$ cat src/rtl/perceptron_layer_seq.sv
// Time-multiplexed binary-input perceptron layer: walks N_IN inputs serially into
// N_OUT parallel accumulators, then registers one firing bit per neuron.
module perceptron_layer_seq #(
  parameter  int unsigned N_IN   = 8,
  parameter  int unsigned N_OUT  = 8,
  parameter  int unsigned W_BITS = 4,
  localparam int unsigned ACC_W  = W_BITS + $clog2(N_IN + 1),
  localparam int unsigned NEUR_W = (N_OUT > 1) ? $clog2(N_OUT) : 1,
  localparam int unsigned IDX_W  = $clog2(N_IN)
) (
  input  logic              clk,
  input  logic              rst_n,
  input  logic              start,
  input  logic [N_IN-1:0]   x,
  input  logic              wr_en,
  input  logic              wr_thr,
  input  logic [NEUR_W-1:0] wr_neur,
  input  logic [IDX_W-1:0]  wr_idx,
  input  logic [ACC_W-1:0]  wr_data,
  output logic [N_OUT-1:0]  y,
  output logic              busy,
  output logic              done
);

  typedef enum logic [1:0] {
    S_IDLE = 2'd0,
    S_ACC  = 2'd1,
    S_CMP  = 2'd2
  } state_t;

  state_t             r_state;
  state_t             w_state_nxt;

  logic [W_BITS-1:0]  r_w   [N_OUT][N_IN];
  logic [ACC_W-1:0]   r_thr [N_OUT];
  logic [ACC_W-1:0]   r_acc [N_OUT];
  logic [N_IN-1:0]    r_xq;
  logic [IDX_W-1:0]   r_idx;
  logic [N_OUT-1:0]   r_y;
  logic               r_busy;
  logic               r_done;

  logic               w_wr_ok;
  logic               w_x_bit;

  // Writes only land while idle and in range; anything else is silently dropped.
  assign w_wr_ok = wr_en && (r_state == S_IDLE) && (32'(wr_neur) < N_OUT) &&
                   (wr_thr || (32'(wr_idx) < N_IN));
  assign w_x_bit = r_xq[r_idx];

  always_ff @(posedge clk) begin
    if (!rst_n) r_state <= S_IDLE;
    else        r_state <= w_state_nxt;
  end

  always_comb begin
    w_state_nxt = r_state;
    case (r_state)
      S_IDLE:  if (start) w_state_nxt = S_ACC;
      S_ACC:   if (r_idx == IDX_W'(N_IN - 1)) w_state_nxt = S_CMP;
      S_CMP:   w_state_nxt = S_IDLE;
      default: w_state_nxt = S_IDLE;
    endcase
  end

  // Register file, accumulators and registered outputs.
  always_ff @(posedge clk) begin
    if (!rst_n) begin
      for (int j = 0; j < int'(N_OUT); j++) begin
        for (int i = 0; i < int'(N_IN); i++) r_w[j][i] <= '0;
        r_thr[j] <= '0;
        r_acc[j] <= '0;
      end
      r_xq   <= '0;
      r_idx  <= '0;
      r_y    <= '0;
      r_busy <= 1'b0;
      r_done <= 1'b0;
    end else begin
      if (w_wr_ok) begin
        if (wr_thr) r_thr[wr_neur]      <= wr_data;
        else        r_w[wr_neur][wr_idx] <= wr_data[W_BITS-1:0];
      end

      case (r_state)
        S_IDLE: begin
          if (start) begin
            r_xq  <= x;
            r_idx <= '0;
            for (int j = 0; j < int'(N_OUT); j++) r_acc[j] <= '0;
          end
        end
        S_ACC: begin
          for (int j = 0; j < int'(N_OUT); j++)
            r_acc[j] <= r_acc[j] + (w_x_bit ? ACC_W'(r_w[j][r_idx]) : ACC_W'(0));
          r_idx <= r_idx + IDX_W'(1);
        end
        S_CMP: begin
          for (int j = 0; j < int'(N_OUT); j++) r_y[j] <= (r_acc[j] > r_thr[j]);
        end
        default: ;
      endcase

      r_busy <= (w_state_nxt != S_IDLE);
      r_done <= (r_state == S_CMP);
    end
  end

  assign y    = r_y;
  assign busy = r_busy;
  assign done = r_done;

endmodule

$ cat config.mk
export PLATFORM = sky130hd
export DESIGN_NAME = perceptron_layer_seq
export DESIGN_NICKNAME = d
export VERILOG_FILES = /design/src/rtl/perceptron_layer_seq.sv
export SDC_FILE = /design/constraint.sdc
export NUM_CORES = 1
export LEC_CHECK = 0
export CAP_MARGIN = 20
export CORE_MARGIN = 5
export CORE_UTILIZATION = 50
export CTS_CLUSTER_DIAMETER = 120
export DETAILED_ROUTE_END_ITERATION = 16
export GPL_TIMING_DRIVEN = 0
export PLACE_DENSITY_LB_ADDON = 0.1
export SLEW_MARGIN = 40
export SYNTH_ARGS = -nofsm -noshare
export SYNTH_HDL_FRONTEND = slang
export SYNTH_SLANG_ARGS = --single-unit
export TNS_END_PERCENT = 100
$ cat constraint.sdc
create_clock -name clk -period 8 [get_ports clk]
set_input_delay 1.6 -clock clk [delete_from_list [all_inputs] [get_ports clk]]
set_output_delay 1.6 -clock clk [all_outputs]
set_load 0.05 [all_outputs]
Word level (Yosys, flattened, before mapping)
Memories as Yosys holds them, arrays and structs flattened.
Index checks and enable logic that the tools add are counted.
Storage, ports and cells
  register bits after elaboration: 23
  bits in writable memories: 384
  input bits: 27
  output and inout port bits: 10
  logic and storage cells: 140
  memories kept: 3
Operators by class
  $add $sub $neg: 9
  magnitude comparators: 12
  equal/unequal tests: 4
  mux-type cells: 79
  bitwise gates (word level): 18
  reduce and logical (&&, ||, !) cells: 9
Memories
  r_w: depth 8, bits a word 32, read ports 8, clocked after memory_dff 0, wr ports 8, line 34  | logic [W_BITS-1:0] r_w [N_OUT][N_IN];
  r_acc: depth 8, bits a word 8, read ports 8, clocked after memory_dff 0, wr ports 8, line 36  | logic [ACC_W-1:0] r_acc [N_OUT];
  r_thr: depth 8, bits a word 8, read ports 8, clocked after memory_dff 0, wr ports 8, line 35  | logic [ACC_W-1:0] r_thr [N_OUT];
Operators by type and width (number)
  8-bit two-way mux: 17
  4-bit two-way mux: 25
  4-bit binary-select mux with 3-bit select: 8
  32-bit two-way mux: 3
  8-bit by 4-bit adder with 8-bit output: 8
  8-bit greater-than comparator: 8
  32-bit OR reduction: 1
  1-bit two-way mux: 17
  1-bit bitwise OR: 16
  4-bit demux with 3-bit select: 1
  3-bit two-way mux: 3
  4-bit >= comparator, second input constant: 2
  3-bit inverter with 4-bit output: 2
  8-bit OR reduction: 1
  3-bit case mux with 2 select lines: 1
  3-bit by 4-bit < comparator with 1-bit output, second input constant: 1
  4-bit by 1-bit < comparator with 1-bit output, second input constant: 1
  2-bit two-way mux: 2
  2-bit case mux with 2 select lines: 1
  2-bit AND reduction: 2
  2-bit nonzero test: 2
  3-bit by 1-bit adder with 3-bit output, second input constant: 1
  1-bit binary-select mux with 3-bit select: 1
  3-bit equality test, second input constant: 1
  other kinds (5): 6

Longest topological paths before layout
Gate-level depths: netlist of the first run.
  word-level depth: 8
  gate-level depth with buffers: 14

Least setup slack after synthesis of the first run
OpenSTA, ideal clock, no wires.
  path kind: in2reg
  start: input port wr_neur[0]
  end: memory r_thr[2][0] (netlist name), enable pin
  setup time: 384 ps
  data arrival time: 3179 ps
  data required time: 7616 ps
  slack: 4437 ps
  stages: 5
  buffers on the path: 3
  cells stage by stage: buf_2 or3b_2 buf_2 clkbuf_1 o21ai_0
RTL lines
  start, declared: line 17  | input logic [NEUR_W-1:0] wr_neur,
  end, declared: line 35

==> summary.md, run 1 <==
| Metric | Value |
|---|---|
| Critical path data required time | 8200 ps |
| CP Data Arrival Time | 4500 ps |
| Hold path startpoint | r_xq[7] |
| Vias in the first global route | 13789 |
| Detailed Route WL | approximately 58000 µm |
| Final Slew Violations | 0 |
| CTS sink count | about 410 |
| Layout Nets | about 1900 |
| CTS tree | done |
| Maximum clock rate | roughly 0.23 GHz |
| Worst slew pin tran | around 930 ps |
| Final setup violation count | 0 |
| Hold path depth | 1 |
| CP Max Fanout | 10 |
| DRT Pass-1 Iters | 5 |
| Critical Path Max Stage Delay | 750 ps |
| Post-route ant nets | 0 |
| Leak pwr | between 0.008 and 0.009 µW |
| Commonest non-fill, non-tap cell in the layout | edfxtp_1 |
| Grt ovf | 0 |
| Routed WL per cell | roughly 25 µm |
| Worst setup path class | input pin to flip-flop |
| Core area | 41700 µm² |
| R2R depth | 12 |
| Worst setup margin | 3700 ps |
| Hold_ws | 474 ps |
| Area of the die | 46000 µm² |
| First-iteration detailed-routing DRC count | ~1300 |
| TNS Setup | 0 ps |
| Worst r2r src | r_idx[0] |
| Status | finished clean |
| Drt via density | 5.81 |
| Crit path cell chain | clkdlybuf4s50_1, clkbuf_1, clkbuf_1, clkbuf_1, o21ai_0 |
| Pwr Density | 218 nW/µm² |
| Worst Setup End Kind | flip-flop |
| Port bufs | 29 |
| Drt drc | 0 |
| CP Launch Type | input pin |
| Global-route wire length before repair | 87100 µm |
| Buf/Inv on CP | 4 |
| Clk slew on worst S/H paths | 60 ps |
| Primary FF master, synth | edfxtp_1 |
| Initial antenna violation count | 3 |
| Async S/R FF share, synth | 0% |
| RSZ-0062 raised after global routing | false |
| Die height | 215 µm |
| Part of the cycle the worst path needs | 53.8% |
| Crit-path leading delay family | buffers and inverters |
| Max cap viols | 0 |
| Maximum number of pins on one net before global-route repair | 25 |
| Resized cells post-CTS | 0 |
| Synth Warn # | 0 |
| Synth area leaders | edfxtp_1 54%, and2_1 9.9%, mux4_2 7.1% |
| Fin. Hold Viols | 0 |
| Hold EP | r_xq[7] |
| Cell count after synthesis | 1680 |
| Final clock skew | 30.9 ps |
| Met3 Use GR | 4.74% |
| Met2 GRT Util | 40.9% |
| Row cnt | 75 |
| Worst-Skew Late Latency | a little under 600 ps |
| Final Instance Count excl. Fillers | 2332 |
| Global routing's busiest layer | met2 |
| Worst IR Drop VDD | 0.128 mV |
| FF+latch count, synth | 407 |
| CTS Hold Buffers Added | 0 |
| Hold Path Class | flip-flop to flip-flop |
| Minimum clock period | 4300 ps |
| Synth cell types | 47 |
| Post-Syn Area | 20900 µm² |
| CTS buffer count | 46 |
| Initial core utilization | between 50% and 60% |
| Seq/Total Area, Yosys | 56.9% |
| Top Ports | 37 |
| GR Layer Usage met1 | 34.6% |
| Stages on worst setup path | 5 |
| Vias | 13550 |
| R2r endpoint | r_acc[0][14] |
| P&R area growth vs syn | 12.2% |
| Setup WS pre-CTS | 3140 ps |
| Internal reg-to-reg setup slack | between 3000 and 4000 ps |
| CP max-delay cell | clkbuf_1 |
| Most common cell on crit path | clkbuf_1 |
| EDFF count, synth | 376 |
| Clock buffer depth | 3 |
| Root buf cell | clkbuf_16 |
| Mapped Nets | 1813 |
| Commonest non-fill, non-tap cells in the layout | 376 x edfxtp_1, 331 x and2_1, 133 x nor2_1, 98 x ha_1 |
| Detail Placement HPWL | 41100 µm |
| Mapped Avg Cell Area | 12.5 µm² |
| Total GRT Usage | 25.2% |
| Layout cells sized above 1 | a little over a tenth |
| Yosys top cell by area | edfxtp_1 |
| # H-tree levels | 2 |
| # placed instances | 2248 |
| Post-CTS Setup Inserts | 0 |
| Synth top area share | 54.0% |
| Rel. slew slack | 37.8% |
| ANT cells | 0 |
| Die Wd | 215 µm |
| Pwr Total | 5120 µW |
| GP Congestion | around 0.88 |
area by class of cell:
type	count	area, µm²
Fill cell	3549	18200
Tap cell	539	674
Sequential cell	407	11900
Multi-Input combinational cell	1079	8250
Inverter	96	360
Buffer	98	434
Clock buffer	59	1250
Timing Repair Buffer	29	290
Clock inverter	25	295
worst max-delay path by stage:
stage	from	endpoint	slack (ps)
floorplan	wr_neur[0]	r_thr[2][0]	4440
global placement	rst_n	r_thr[5][4]	3120
detailed placement	rst_n	r_w[5][9]	3140
CTS	rst_n	r_w[5][11]	3740
global route	rst_n	r_w[5][11]	3680
finish	rst_n	r_w[5][11]	3700
sequential cells by signal, indices dropped and copies added, names as in the netlist:
register  flops
busy          1
done          1
r_acc        64
r_idx         3
r_state       2
r_thr        64
r_w         256
r_xq          8
y             8
power breakdown:
| group | total (µW) | switching [µW] | internal [µW] |
|---|---|---|---|
| clock network | 2210 | 880 | 1330 |
| logic | 450 | 288 | 162 |
| registers | 2460 | 47.1 | 2410 |
through the flow:
stage                     util (%)  area, µm²
after floorplan                  -      20900
after global placement        52.5      21900
after detailed placement      52.6      21900
after CTS                     56.3      23500
after global routing          56.3      23500
final                         56.3      23500
kinds of logic after synthesis:
group	count (synthesis)	synth area share, %
AO/OA/AOI/OAI	210	5.84
XOR/XNOR	32	1.34
adder cells (fa/ha/maj)	106	6.63
buffers and inverters	194	3.73
flip-flops	407	56.9
multiplexers	93	8.41
AND/OR/NAND/NOR	638	17.1
routing by layer:
metal / vias to the layer above / part of all wire [%] / routed length [µm]
met3: 124 / 7.3 / 4270
li1: 6179 / - / -
met1: 6737 / 42 / 24800
met5: - / 0.022 / 13
met4: 2 / 3.1 / 1820
met2: 508 / 47 / 27400
synth_stat cells, types with 26 or more instances:
cell        n
a21oi_1    49
and2_1    331
clkbuf_1   64
dfxtp_1    31
edfxtp_1  376
ha_1       98
inv_1      96
mux2i_1    26
mux4_2     66
nand2_1    37
nor2_1    133
o21ai_0   104
xnor2_1    29
Power figures use the tool's default switching activity.
==> run 2, diff against run 1 <==
Clock period 8 ns to 4.4 ns, I/O delays scaled along.
==> summary.md, run 2 (synthesis results as in run 1) <==
| Metric | Value |
|---|---|
| Final Slew Violations | 0 (unchanged) |
| Post-route ant nets | 0 (unchanged) |
| Clock buffer depth | 3 (unchanged) |
| Worst-Skew Late Latency | 580 ps (was 590 ps) |
| Detailed Route WL | 58400 µm (was 58300 µm) |
| Largest registers | r_w x256, r_acc x64, r_thr x64 (unchanged) |
| Layout cells sized above 1 | 10.9% (unchanged) |
| Worst Setup End Kind | flip-flop (unchanged) |
| Final clock skew | 31.1 ps (was 30.9 ps) |
| Worst r2r src | r_idx[0] (unchanged) |
| Port bufs | 29 (unchanged) |
| Routed WL per cell | 25.0 µm (about the same) |
| Pwr Density | 397 nW/µm² (was 218 nW/µm²) |
| Hold path startpoint | r_xq[7] (unchanged) |
| TNS Setup | 0 ps (unchanged) |
| Vias in the first global route | 13781 (was 13789) |
| Area of the die | 46000 µm² (unchanged) |
| Critical path data required time | 4690 ps (was 8200 ps) |
| Layout Nets | 1890 (unchanged) |
| Largest reg by FF count | r_w (unchanged) |
| Final-layout fill cell count | 3549 (unchanged) |
| Final setup violation count | 0 (unchanged) |
| R2R depth | 12 (unchanged) |
| Resized cells post-CTS | 0 (unchanged) |
| Pwr Total | 9310 µW (was 5120 µW) |
| Commonest non-fill, non-tap cell in the layout | edfxtp_1 (unchanged) |
| Commonest non-fill, non-tap cells in the layout | 376 x edfxtp_1, 331 x and2_1, 133 x nor2_1, 98 x ha_1 (unchanged) |
| Die Wd | 215 µm (unchanged) |
| Status | finished clean (unchanged) |
| Largest register FFs | 256 (unchanged) |
| Core area | 41700 µm² (unchanged) |
| Initial antenna violation count | 3 (unchanged) |
| Die height | 215 µm (unchanged) |
| CTS buffer count | 46 (unchanged) |
| Worst IR Drop VDD | 0.234 mV (was 0.128 mV) |
| # H-tree levels | 2 (unchanged) |
| First-iteration detailed-routing DRC count | 1246 (was 1288) |
| Drt drc | 0 (unchanged) |
| Hold path depth | 1 (unchanged) |
| CTS sink count | 407 (unchanged) |
| Most common cell on crit path | a21oi_1 (was clkbuf_1) |
| Critical Path Start | r_idx[0] (was rst_n) |
| Hold Path Class | flip-flop to flip-flop (unchanged) |
| Fin. Hold Viols | 0 (unchanged) |
| Total GRT Usage | 25.2% (about the same) |
| ANT cells | 0 (unchanged) |
| Part of the cycle the worst path needs | roughly 91% |
| Root buf cell | clkbuf_16 (unchanged) |
| Post-CTS Setup Inserts | 0 (unchanged) |
| Buf/Inv on CP | 3 (was 4) |
| Initial core utilization | 50.2% (unchanged) |
| CTS tree | done (unchanged) |
| Detail Placement HPWL | 41100 µm (unchanged) |
| GP Congestion | 0.879 (unchanged) |
| Top Ports | 37 (unchanged) |
| Vias | 13524 (was 13550) |
| Row cnt | 75 (unchanged) |
| CTS Hold Buffers Added | 0 (unchanged) |
| Global-route wire length before repair | 87100 µm (about the same) |
| Final Cell Area | 23500 µm² (unchanged) |
| Minimum clock period | 4010 ps |
| DRT Pass-1 Iters | 5 (unchanged) |
| Leak pwr | 0.00877 µW (unchanged) |
| CP Data Arrival Time | 4300 ps (was 4500 ps) |
| Clk slew on worst S/H paths | 60 ps (about the same) |
| CP Max Fanout | 10 (unchanged) |
| Grt ovf | 0 (unchanged) |
| Critical Path Max Stage Delay | 580 ps (was 750 ps) |
| CP Launch Type | flip-flop (was input pin) |
| Maximum clock rate | 0.249 GHz |
| Maximum number of pins on one net before global-route repair | 25 (unchanged) |
| CP max-delay cell | mux4_2 (was clkbuf_1) |
| Worst setup path class | flip-flop to flip-flop (was input pin to flip-flop) |
| Max cap viols | 0 (unchanged) |
| Worst slew pin tran | 924 ps (was 933 ps) |
| Crit-path leading delay family | multiplexers (was buffers and inverters) |
| Post-DP Area | 21900 µm² (unchanged) |
| P&R area growth vs syn | 12.2% (unchanged) |
| Crit path cell chain | buf_4, buf_6, buf_2, mux4_2, mux2i_1, nor2_1, ha_1, fa_1, a21o_1, a21oi_1, or3_1, a21oi_1 (was clkdlybuf4s50_1, clkbuf_1, clkbuf_1, clkbuf_1, o21ai_0) |
| Stages on worst setup path | 12 (was 5) |
| Drt via density | 5.80 (was 5.81) |
| Rel. slew slack | 38.4% (was 37.8%) |
| RSZ-0062 raised after global routing | false (unchanged) |
run 2: cell counts in the layout (fill, tap and decap cells not counted):
Identical to the previous run, type by type.
run 2: routing by layer:
| layer | part of all wire [%] | GRT usage (%) | vias up | wire [µm] |
|---|---|---|---|---|
| li1 | - | - | 6182 | - |
| met1 | 42 | 34.5 | 6724 | 24700 |
| met2 | 47 | 41.0 | 490 | 27400 |
| met3 | 7.4 | 4.81 | 126 | 4290 |
| met4 | 3.3 | 8.50 | 2 | 1950 |
| met5 | 0.043 | 0 | - | 25 |
run 2: report_power, final:
part	total (µW)	switching, µW	leakage, µW	internal (µW)
clock network	4010	1600	0.000756	2410
registers	4480	85.5	0.00414	4390
logic	820	524	0.00387	295
total	9310	2210	0.00877	7100
run 2: stage by stage:
| stage | utilization [%] | worst slack, ps | std cells | hold slack [ps] |
|---|---|---|---|---|
| after floorplan | - | 1320 | 1680 | 444 |
| after global placement | 52.5 | 181 | 2248 | 461 |
| after detailed placement | 52.6 | 261 | 2248 | 461 |
| after CTS | 56.3 | 402 | 2332 | 478 |
| after global routing | 56.3 | 94.5 | 2332 | 493 |
| final | 56.3 | 388 | 2332 | 474 |
run 2: path summary, 6_finish.rpt:
| kind | endpoint | slack (ps) |
|---|---|---|
| setup / recovery | r_acc[0][14] | 390 |
| hold / removal | r_xq[7] | 470 |
| setup reg to reg | r_acc[0][14] | 390 |
| hold reg to reg | r_xq[7] | 470 |
run 2: cell type report:
class / count / area, µm² / share of cell area [%]
timing repair buffer: 29 / 290 / 1.24
clock inverter: 25 / 295 / 1.26
sequential: 407 / 11900 / 50.8
tap: 539 / 674 / 2.87
multi-input combinational: 1079 / 8250 / 35.2
buffer: 98 / 434 / 1.85
inverter: 96 / 360 / 1.54
clock buffer: 59 / 1250 / 5.33
